[config.mk]
export PLATFORM = sky130hd
export DESIGN_NAME = hvac_zone_ctrl
export DESIGN_NICKNAME = d
export VERILOG_FILES = /design/src/rtl/hvac_pkg.sv /design/src/rtl/hvac_zone.sv /design/src/rtl/hvac_zone_ctrl.sv
export SDC_FILE = /design/constraint.sdc
export NUM_CORES = 1
export LEC_CHECK = 0
export CAP_MARGIN = 40
export CELL_PAD_IN_SITES_DETAIL_PLACEMENT = 1
export CELL_PAD_IN_SITES_GLOBAL_PLACEMENT = 2
export CORE_MARGIN = 1.5
export CORE_UTILIZATION = 28
export CTS_CLUSTER_SIZE = 20
export DETAILED_ROUTE_END_ITERATION = 10
export HOLD_SLACK_MARGIN = 0.15
export PLACE_DENSITY_LB_ADDON = 0.1
export SLEW_MARGIN = 30
export SYNTH_ARGS = -nofsm -noshare
export SYNTH_HDL_FRONTEND = slang
export SYNTH_SLANG_ARGS = --single-unit
[constraint.sdc]
create_clock -name clk -period 6 [get_ports clk]
set_clock_uncertainty 0.05 [all_clocks]
set_input_delay 1.8 -clock clk [delete_from_list [all_inputs] [get_ports clk]]
set_output_delay 1.8 -clock clk [all_outputs]
set_load 0.005 [all_outputs]
[src/rtl/hvac_pkg.sv]
// Shared definitions for the zone climate controller: zone state encoding,
// mode constants and the dwell-counter width helper.
package hvac_pkg;

  typedef enum logic [1:0] {
    IDLE = 2'b00,
    HEAT = 2'b01,
    COOL = 2'b10
  } zone_state_t;

  localparam logic [1:0] MODE_OFF  = 2'b00;
  localparam logic [1:0] MODE_HEAT = 2'b01;
  localparam logic [1:0] MODE_COOL = 2'b10;
  localparam logic [1:0] MODE_AUTO = 2'b11;

  // The counter only has to reach MIN_ON; a zero dwell still needs one bit.
  function automatic int dwell_width(input int min_on);
    return (min_on < 1) ? 1 : $clog2(min_on + 1);
  endfunction

endpackage

[src/rtl/hvac_zone.sv]
// One climate zone: IDLE/HEAT/COOL FSM with hysteresis thresholds and a
// minimum-dwell counter.
//
// state | meaning
// ------+-----------------------------------------------------------
// IDLE  | neither heating nor cooling; reversals always pass here
// HEAT  | heating demanded; held for at least MIN_ON cycles
// COOL  | cooling demanded; held for at least MIN_ON cycles
module hvac_zone
  import hvac_pkg::*;
#(
  parameter int TEMP_W = 5,
  parameter int HYST   = 2,
  parameter int MIN_ON = 4
) (
  input  logic              clk,
  input  logic              rst_n,
  input  logic              enable,
  input  logic [1:0]        mode,
  input  logic [TEMP_W-1:0] temp,
  input  logic [TEMP_W-1:0] desired,
  output logic              heating,
  output logic              cooling
);

  localparam int CW = dwell_width(MIN_ON);
  localparam logic [CW-1:0]   DWELL_MAX = CW'(MIN_ON);
  localparam logic [TEMP_W:0] HYST_X    = (TEMP_W + 1)'(HYST);
  localparam logic [TEMP_W:0] TEMP_MAX  = {1'b0, {TEMP_W{1'b1}}};

  zone_state_t       state, state_nxt;
  logic [CW-1:0]     dwell, dwell_nxt;
  logic [TEMP_W:0]   desired_x, diff_x, sum_x;
  logic [TEMP_W-1:0] lo, hi;
  logic              heat_ok, cool_ok, want_heat, want_cool, dwell_done;

  // Thresholds are computed one bit wider so they clamp instead of wrapping.
  assign desired_x = {1'b0, desired};
  assign diff_x    = desired_x - HYST_X;
  assign sum_x     = desired_x + HYST_X;
  assign lo        = (desired_x >= HYST_X) ? diff_x[TEMP_W-1:0] : '0;
  assign hi        = (sum_x > TEMP_MAX) ? '1 : sum_x[TEMP_W-1:0];

  assign heat_ok = enable & mode[0];
  assign cool_ok = enable & mode[1];

  // At the rails a clamped threshold can land on the set-point itself; a zone
  // sitting exactly at its set-point never calls for heat or cool.
  assign want_heat  = heat_ok && (temp <= lo) && (temp < desired);
  assign want_cool  = cool_ok && (temp >= hi) && (temp > desired);
  assign dwell_done = (dwell >= DWELL_MAX);

  // Next-state and dwell-counter update.
  always_comb begin
    state_nxt = state;
    dwell_nxt = dwell;
    case (state)
      IDLE: begin
        if (want_heat) begin
          state_nxt = HEAT;
          dwell_nxt = '0;
        end else if (want_cool) begin
          state_nxt = COOL;
          dwell_nxt = '0;
        end
      end
      HEAT: begin
        if (!heat_ok || ((temp >= desired) && dwell_done)) begin
          state_nxt = IDLE;
          dwell_nxt = '0;
        end else if (!dwell_done) begin
          dwell_nxt = dwell + 1'b1;
        end
      end
      COOL: begin
        if (!cool_ok || ((temp <= desired) && dwell_done)) begin
          state_nxt = IDLE;
          dwell_nxt = '0;
        end else if (!dwell_done) begin
          dwell_nxt = dwell + 1'b1;
        end
      end
      default: begin
        state_nxt = IDLE;
        dwell_nxt = '0;
      end
    endcase
  end

  // State and dwell registers; reset clears them without a clock edge.
  always_ff @(posedge clk or negedge rst_n) begin
    if (!rst_n) begin
      state <= IDLE;
      dwell <= '0;
    end else begin
      state <= state_nxt;
      dwell <= dwell_nxt;
    end
  end

  assign heating = (state == HEAT);
  assign cooling = (state == COOL);

endmodule

[src/rtl/hvac_zone_ctrl.sv]
// Multi-zone HVAC controller: slices the packed temperature and set-point
// buses and runs one independent hvac_zone per zone.
module hvac_zone_ctrl
  import hvac_pkg::*;
#(
  parameter int N_ZONES = 4,
  parameter int TEMP_W  = 5,
  parameter int HYST    = 2,
  parameter int MIN_ON  = 4
) (
  input  logic                      clk,
  input  logic                      rst_n,
  input  logic                      enable,
  input  logic [1:0]                mode,
  input  logic [N_ZONES*TEMP_W-1:0] temperature,
  input  logic [N_ZONES*TEMP_W-1:0] desired_temp,
  output logic [N_ZONES-1:0]        heating,
  output logic [N_ZONES-1:0]        cooling
);

  for (genvar i = 0; i < N_ZONES; i++) begin : g_zone
    hvac_zone #(
      .TEMP_W (TEMP_W),
      .HYST   (HYST),
      .MIN_ON (MIN_ON)
    ) u_zone (
      .clk     (clk),
      .rst_n   (rst_n),
      .enable  (enable),
      .mode    (mode),
      .temp    (temperature[i*TEMP_W +: TEMP_W]),
      .desired (desired_temp[i*TEMP_W +: TEMP_W]),
      .heating (heating[i]),
      .cooling (cooling[i])
    );
  end

endmodule

# Word-level counts from Yosys, hierarchy flattened
# Index checks and enable logic that the tools add are counted.
dict set report classes {
  n_lt_le_gt_ge 36
  shifts 0
  eq_ne 20
  div 0
  n_reduce_logical 42
  add_sub_neg 12
  bitwise 2
  n_mul 0
  mux 52
}
# op count
set op_table {}
lappend op_table {{3-bit 2-to-1 mux} 20}
lappend op_table {{5-bit greater-or-equal comparator} 8}
lappend op_table {{5-bit <= comparator} 8}
lappend op_table {{5-bit 2-to-1 mux} 8}
lappend op_table {{3-bit case mux with 3 select lines} 4}
lappend op_table {{2-bit 2-to-1 mux} 16}
lappend op_table {{5-bit by 2-bit adder with 6-bit output, second input constant} 4}
lappend op_table {{6-bit by 5-bit > comparator with 1-bit output, second input constant} 4}
lappend op_table {{1-bit logical AND} 24}
lappend op_table {{2-bit case mux with 3 select lines} 4}
lappend op_table {{5-bit by 2-bit greater-or-equal comparator with 1-bit output, second input constant} 4}
lappend op_table {{5-bit > comparator} 4}
lappend op_table {{5-bit < comparator} 4}
lappend op_table {{5-bit by 2-bit subtractor with 5-bit output, second input constant} 4}
lappend op_table {{2-bit != test, second input constant} 8}
lappend op_table {{3-bit by 1-bit adder with 3-bit output, second input constant} 4}
lappend op_table {{3-bit greater-or-equal comparator, second input constant} 4}
lappend op_table {{3-bit by 1-bit != test with 1-bit output, second input constant} 4}
lappend op_table {{3-bit AND reduction} 4}
lappend op_table {{2-bit by 1-bit equality test with 1-bit output, second input constant} 4}
lappend op_table {{2-bit equality test, second input constant} 4}
lappend op_table {{2-bit logical NOT} 4}
lappend op_table {{1-bit logical OR} 8}
lappend op_table {{1-bit bitwise AND} 2}
lappend op_table {{1-bit logical NOT} 2}
dict set report word_totals {
  input_bits 45
  wordCells 172
  rom_bits 0
  regBits 20
  latchBits 0
  mem_count 0
  ramBits 0
}

# Longest topological paths before layout
dict set report logic_depth {
  depth_word 9
  depth_mapped 12
  depth_no_buf 12
}

# Modules after synthesis
# A second synthesis with hierarchy kept.
dict set report unflattened {
  hier_cells 413
  hier_area_um2 3429.5
}
# mod n_inst cells_per_inst seq_area_each_um2 area_per_inst_um2
set modules_own_cells {}
lappend modules_own_cells {{hvac_zone at g_zone[0].u_zone ...} 3 104 125.1 862.1}
lappend modules_own_cells {{hvac_zone at g_zone[3].u_zone} 1 101 125.1 843.3}

# Worst setup path before layout
# Ideal clock, no wire load.
dict set report synth_path {
  path_kind {input-to-reg}
  startpoint {input desired_temp[16]}
  endpoint {register g_zone[3].u_zone.state[0]}
  path_slack_ns 1.982
  setup_ns 0.122
  path_stages 11
  t_arrival_ns 3.846
  path_cell_list {inv_1 > ha_1 > and3_1 > or2_2 > ha_1 > nor2b_1 > o31ai_1 > a21oi_1 > o21ai_1 > o21ai_0 > a32o_1}
}
dict set report synth_between {
  elab_chain_len 8
  word_cells_on_any_way 26
  classes_between {2 x add/sub; 8 x order compare; 3 x eq/ne; 4 x mux; 9 x reduce/logical}
}
# element line_no
set synth_lines {}
lappend synth_lines {{from (decl)} hvac_zone_ctrl.sv:16} ;# input logic [N_ZONES*TEMP_W-1:0] desired_temp,
lappend synth_lines {{5-bit by 2-bit adder with 6-bit output} hvac_zone.sv:40} ;# assign sum_x = desired_x + HYST_X;
lappend synth_lines {{6-bit by 5-bit > comparator with 1-bit output} hvac_zone.sv:42} ;# assign hi = (sum_x > TEMP_MAX) ? '1 : sum_x[TEMP_W-1:0];
lappend synth_lines {{5-bit 2-to-1 mux} hvac_zone.sv:42}
lappend synth_lines {{5-bit greater-or-equal comparator} hvac_zone.sv:50} ;# assign want_cool = cool_ok && (temp >= hi) && (temp > desired);
lappend synth_lines {{1-bit logical AND (2 in series)} hvac_zone.sv:50}
lappend synth_lines {{3-bit by 1-bit != test with 1-bit output (no line)} -}
lappend synth_lines {{3-bit AND reduction (no line)} -}
lappend synth_lines {{to (signal assigned)} hvac_zone.sv:96} ;# state <= state_nxt;
lappend synth_lines {{to (decl)} hvac_zone.sv:31} ;# zone_state_t state, state_nxt;
# Several ways; a longest one is shown, not always the timed one.
# A chain may end at the register's enable or synchronous reset.

# Worst setup path after layout
# Ends and elaborated chain as after synthesis.

==> results.md <==
* Post-synth top area cell: ha_1
* Setup TNS at 0 ps
* Crit share post-route at 0.773
* Min-delay src: g_zone[2].u_zone.dwell[1]$_DFFE_PN0P_
* Crit. End Element: flip-flop
* Syn avg cell area at roughly 8.2 sq um
* Post-CTS Setup Repair Bufs at 0
* Post-DR wirelength/cell at 14.3 um
* Pwr Density at 216 mW/mm^2
* Total CTS buffers at 3
* Max Fclk at 0.216 GHz
* Syn Inst Count at between 400 and 500
* Number of max-cap violations at 0
* GRT Overall Usage at 0.144
* Crit path time final at approximately 4600 ps
* Critical Path Source: desired_temp[16]
* Worst-Skew Late Latency at 250 ps
* Hold Crit Class: reg2reg
* Setup Crit Path Kind: in2reg
* Metal3 WL at 232 um
* Placeable Area at 0.0121 sq mm
* CP max FO at 6
* Most used DFF post-synth: dfrtp_1
* Yosys reg bits at 20
* Hold_ws at 476 ps
* Initial antenna violation count at 0
* YS warnings at 0
* CTS root buffer: clkbuf_16
* Via count at 3191
* Netlist cell types at 49
* Max_slew headroom at 0.666
* Die H at 114 um
* Largest net degree at the start of global routing at 21
* Proportion of layout cells with a drive suffix above 1 at 0.0513
* Area fraction of the dominant cell type after synthesis at 0.317
* DR DRC count at 0
* Slew Limit Fails at 0
* DP Wirelength at a little under 8 mm
* CTS tree: built
* Area delta synth->final at 21.5%
* Post-DRT Antenna Nets at 0
* Clock Sinks at 20
* Max VDD drop at between 0.09 and 0.1 mV
* I/O pins at 53
* Die X at 114 um
* Drt first pass iters at 4
* Clock Tree Buf Depth at 2
* Worst reg-to-reg setup slack at about 3800 ps
* Starting Density at 0.288
* Post-CTS Resized at 0
* H-tree depth at 1
* Startpoint types: input port
* First-iteration detailed-routing DRC count at 64
* Via-to-Cell Ratio at between 5 and 6
* Antenna fix cells at 0
* First-pass GRT wire length at 15.5 mm
* Post-Syn Area at roughly 0.0035 sq mm
* Sequential share of the synthesized area at 0.144
* Setup violators final at 0
* R2R Path Start: g_zone[1].u_zone.state[0]$_DFFE_PN0P_
* Vias in the first global route at 3286
* Post-CTS Hold Fix Bufs at 0
* Synth top area cells: ha_1 (32%), dfrtp_1 (14%), inv_1 (5.1%), nand3_1 (4.8%), a21oi_1 (3.5%)
* Met2 wire len at 4.28 mm
* Outcome: completed
* Port Buf Inserts at 52
* Top Metal Used: met4
* Post-Route WL at 9.12 mm
* Reg clk slew, reported paths at 60 ps
* Met1 WL at around 4.6 mm
* Leakage at 1.95 nW
* Critical path required time at 6090 ps
* Syn_nets at 555
* Placer Congestion at 0.765
* Fin. Hold Viols at 0
* Post-synth EDFFs at 0
* Unrepaired setup endpoints after global routing: false
* Row count at 40
* Critical path arrival at ~4700 ps
* Ys async rst share at 1.00
* Total grt overflow at 0
* Slew @ Worst Pin at 501 ps
* Layout Nets at between 600 and 700
* Die area at 0.0131 sq mm
flip-flops by register name, indices dropped and copies added (netlist names):
name and flops:
g_zone.u_zone.dwell 12, g_zone.u_zone.state 8
layout make-up:
type / count / area [sq um]
fillers: 1466 / 7850
multi-input cells: 345 / 2720
repair buffers: 52 / 515
flip-flops and latches: 20 / 500
well taps: 168 / 210
inverters: 47 / 176
clock buffers: 4 / 88.8
cell families (layout without fill, tap and decap cells):
family | after synthesis | count (layout) | share of synthesized area
AO/OA/AOI/OAI | 121 | 121 | 0.253
adder cells (fa/ha/maj) | 88 | 88 | 0.317
AND/OR/NAND/NOR | 132 | 132 | 0.202
multiplexers | 4 | 4 | 0.0130
buffers and inverters | 57 | 103 | 0.0707
flip-flops | 20 | 20 | 0.144
cells in the mapped netlist, types with 2 or more instances:
library cell,n
ha_1,88
inv_1,47
nand3_1,33
a21oi_1,24
dfrtp_1,20
nand2_1,18
nor2_1,18
o21ai_0,16
nor3_1,15
a21o_1,12
and3_1,12
a31oi_1,11
nor2b_1,10
nand2b_1,9
a32o_1,8
and2_1,8
buf_4,8
o21ai_1,6
o21a_1,5
a211oi_1,4
mux2_2,4
o31ai_1,4
a22oi_1,3
o22a_1,3
o22ai_1,3
o32ai_1,3
or2_2,3
a22o_1,2
nor3b_2,2
o21bai_1,2
o2bb2ai_1,2
o31a_1,2
layer usage:
layer,global-route usage,vias to the layer above
met5,0,-
met4,0.0192,0
met3,0.0201,2
met2,0.254,34
met1,0.193,1508
li1,-,1647
critical path: stages:
cell and delay [ps]:
clkdlybuf4s50_1 560, inv_1 120, ha_1 260, and3_1 220, or2_2 280, ha_1 290, nor2b_1 130, o31ai_1 180
a21oi_1 120, o21ai_1 350, o21ai_0 200, a32o_1 230
power by group:
part	internal, W	switching [W]	leakage [nW]
clock network	0.000102	0.0000531	0.0442
registers	0.000167	0.0000240	0.271
logic	0.000262	0.000303	1.64
total	0.000531	0.000380	1.95
cell usage in the layout (no fill, tap or decap), drive strengths merged, types with 3 or more instances in the layout:
cell type / n
a21o: 12
o21a: 5
mux2: 4
nor2b: 10
a21oi: 25
or2: 4
nor2: 18
o31ai: 5
nor3: 15
and2: 8
ha: 88
o21bai: 3
o21ai: 22
nand3: 34
and3: 12
dfrtp: 20
nand2: 18
nand2b: 9
o22ai: 3
a32o: 8
a22oi: 3
clkbuf: 4
a31oi: 11
clkdlybuf4s50: 51
o32ai: 3
a211oi: 5
inv: 47
o22a: 3
final timing paths:
kind                            depth (start not counted)                               endpoint
worst max-delay path                                   12  g_zone[3].u_zone.state[0]$_DFFE_PN0P_
worst min-delay path                                    1  g_zone[2].u_zone.dwell[1]$_DFFE_PN0P_
worst max register to register                          7  g_zone[1].u_zone.state[1]$_DFFE_PN0P_
worst min register to register                          1  g_zone[2].u_zone.dwell[1]$_DFFE_PN0P_
max in group asynchronous                               1  g_zone[0].u_zone.state[0]$_DFFE_PN0P_
min in group asynchronous                               1  g_zone[2].u_zone.dwell[1]$_DFFE_PN0P_
through the flow:
step | instances | util | setup slack (ps) | total power, W | area [sq um]
after CTS | 636 | 0.349 | 1380 | 0.000927 | 4220
after detailed placement | 632 | 0.342 | 1110 | 0.000764 | 4130
final | 636 | 0.349 | 1360 | 0.000911 | 4220
after global routing | 636 | 0.349 | 1120 | 0.00101 | 4220
after floorplan | 422 | - | 1980 | 0.000596 | 3470
after global placement | 632 | 0.343 | 1210 | 0.000754 | 4130
Power figures use the tool's default switching activity.
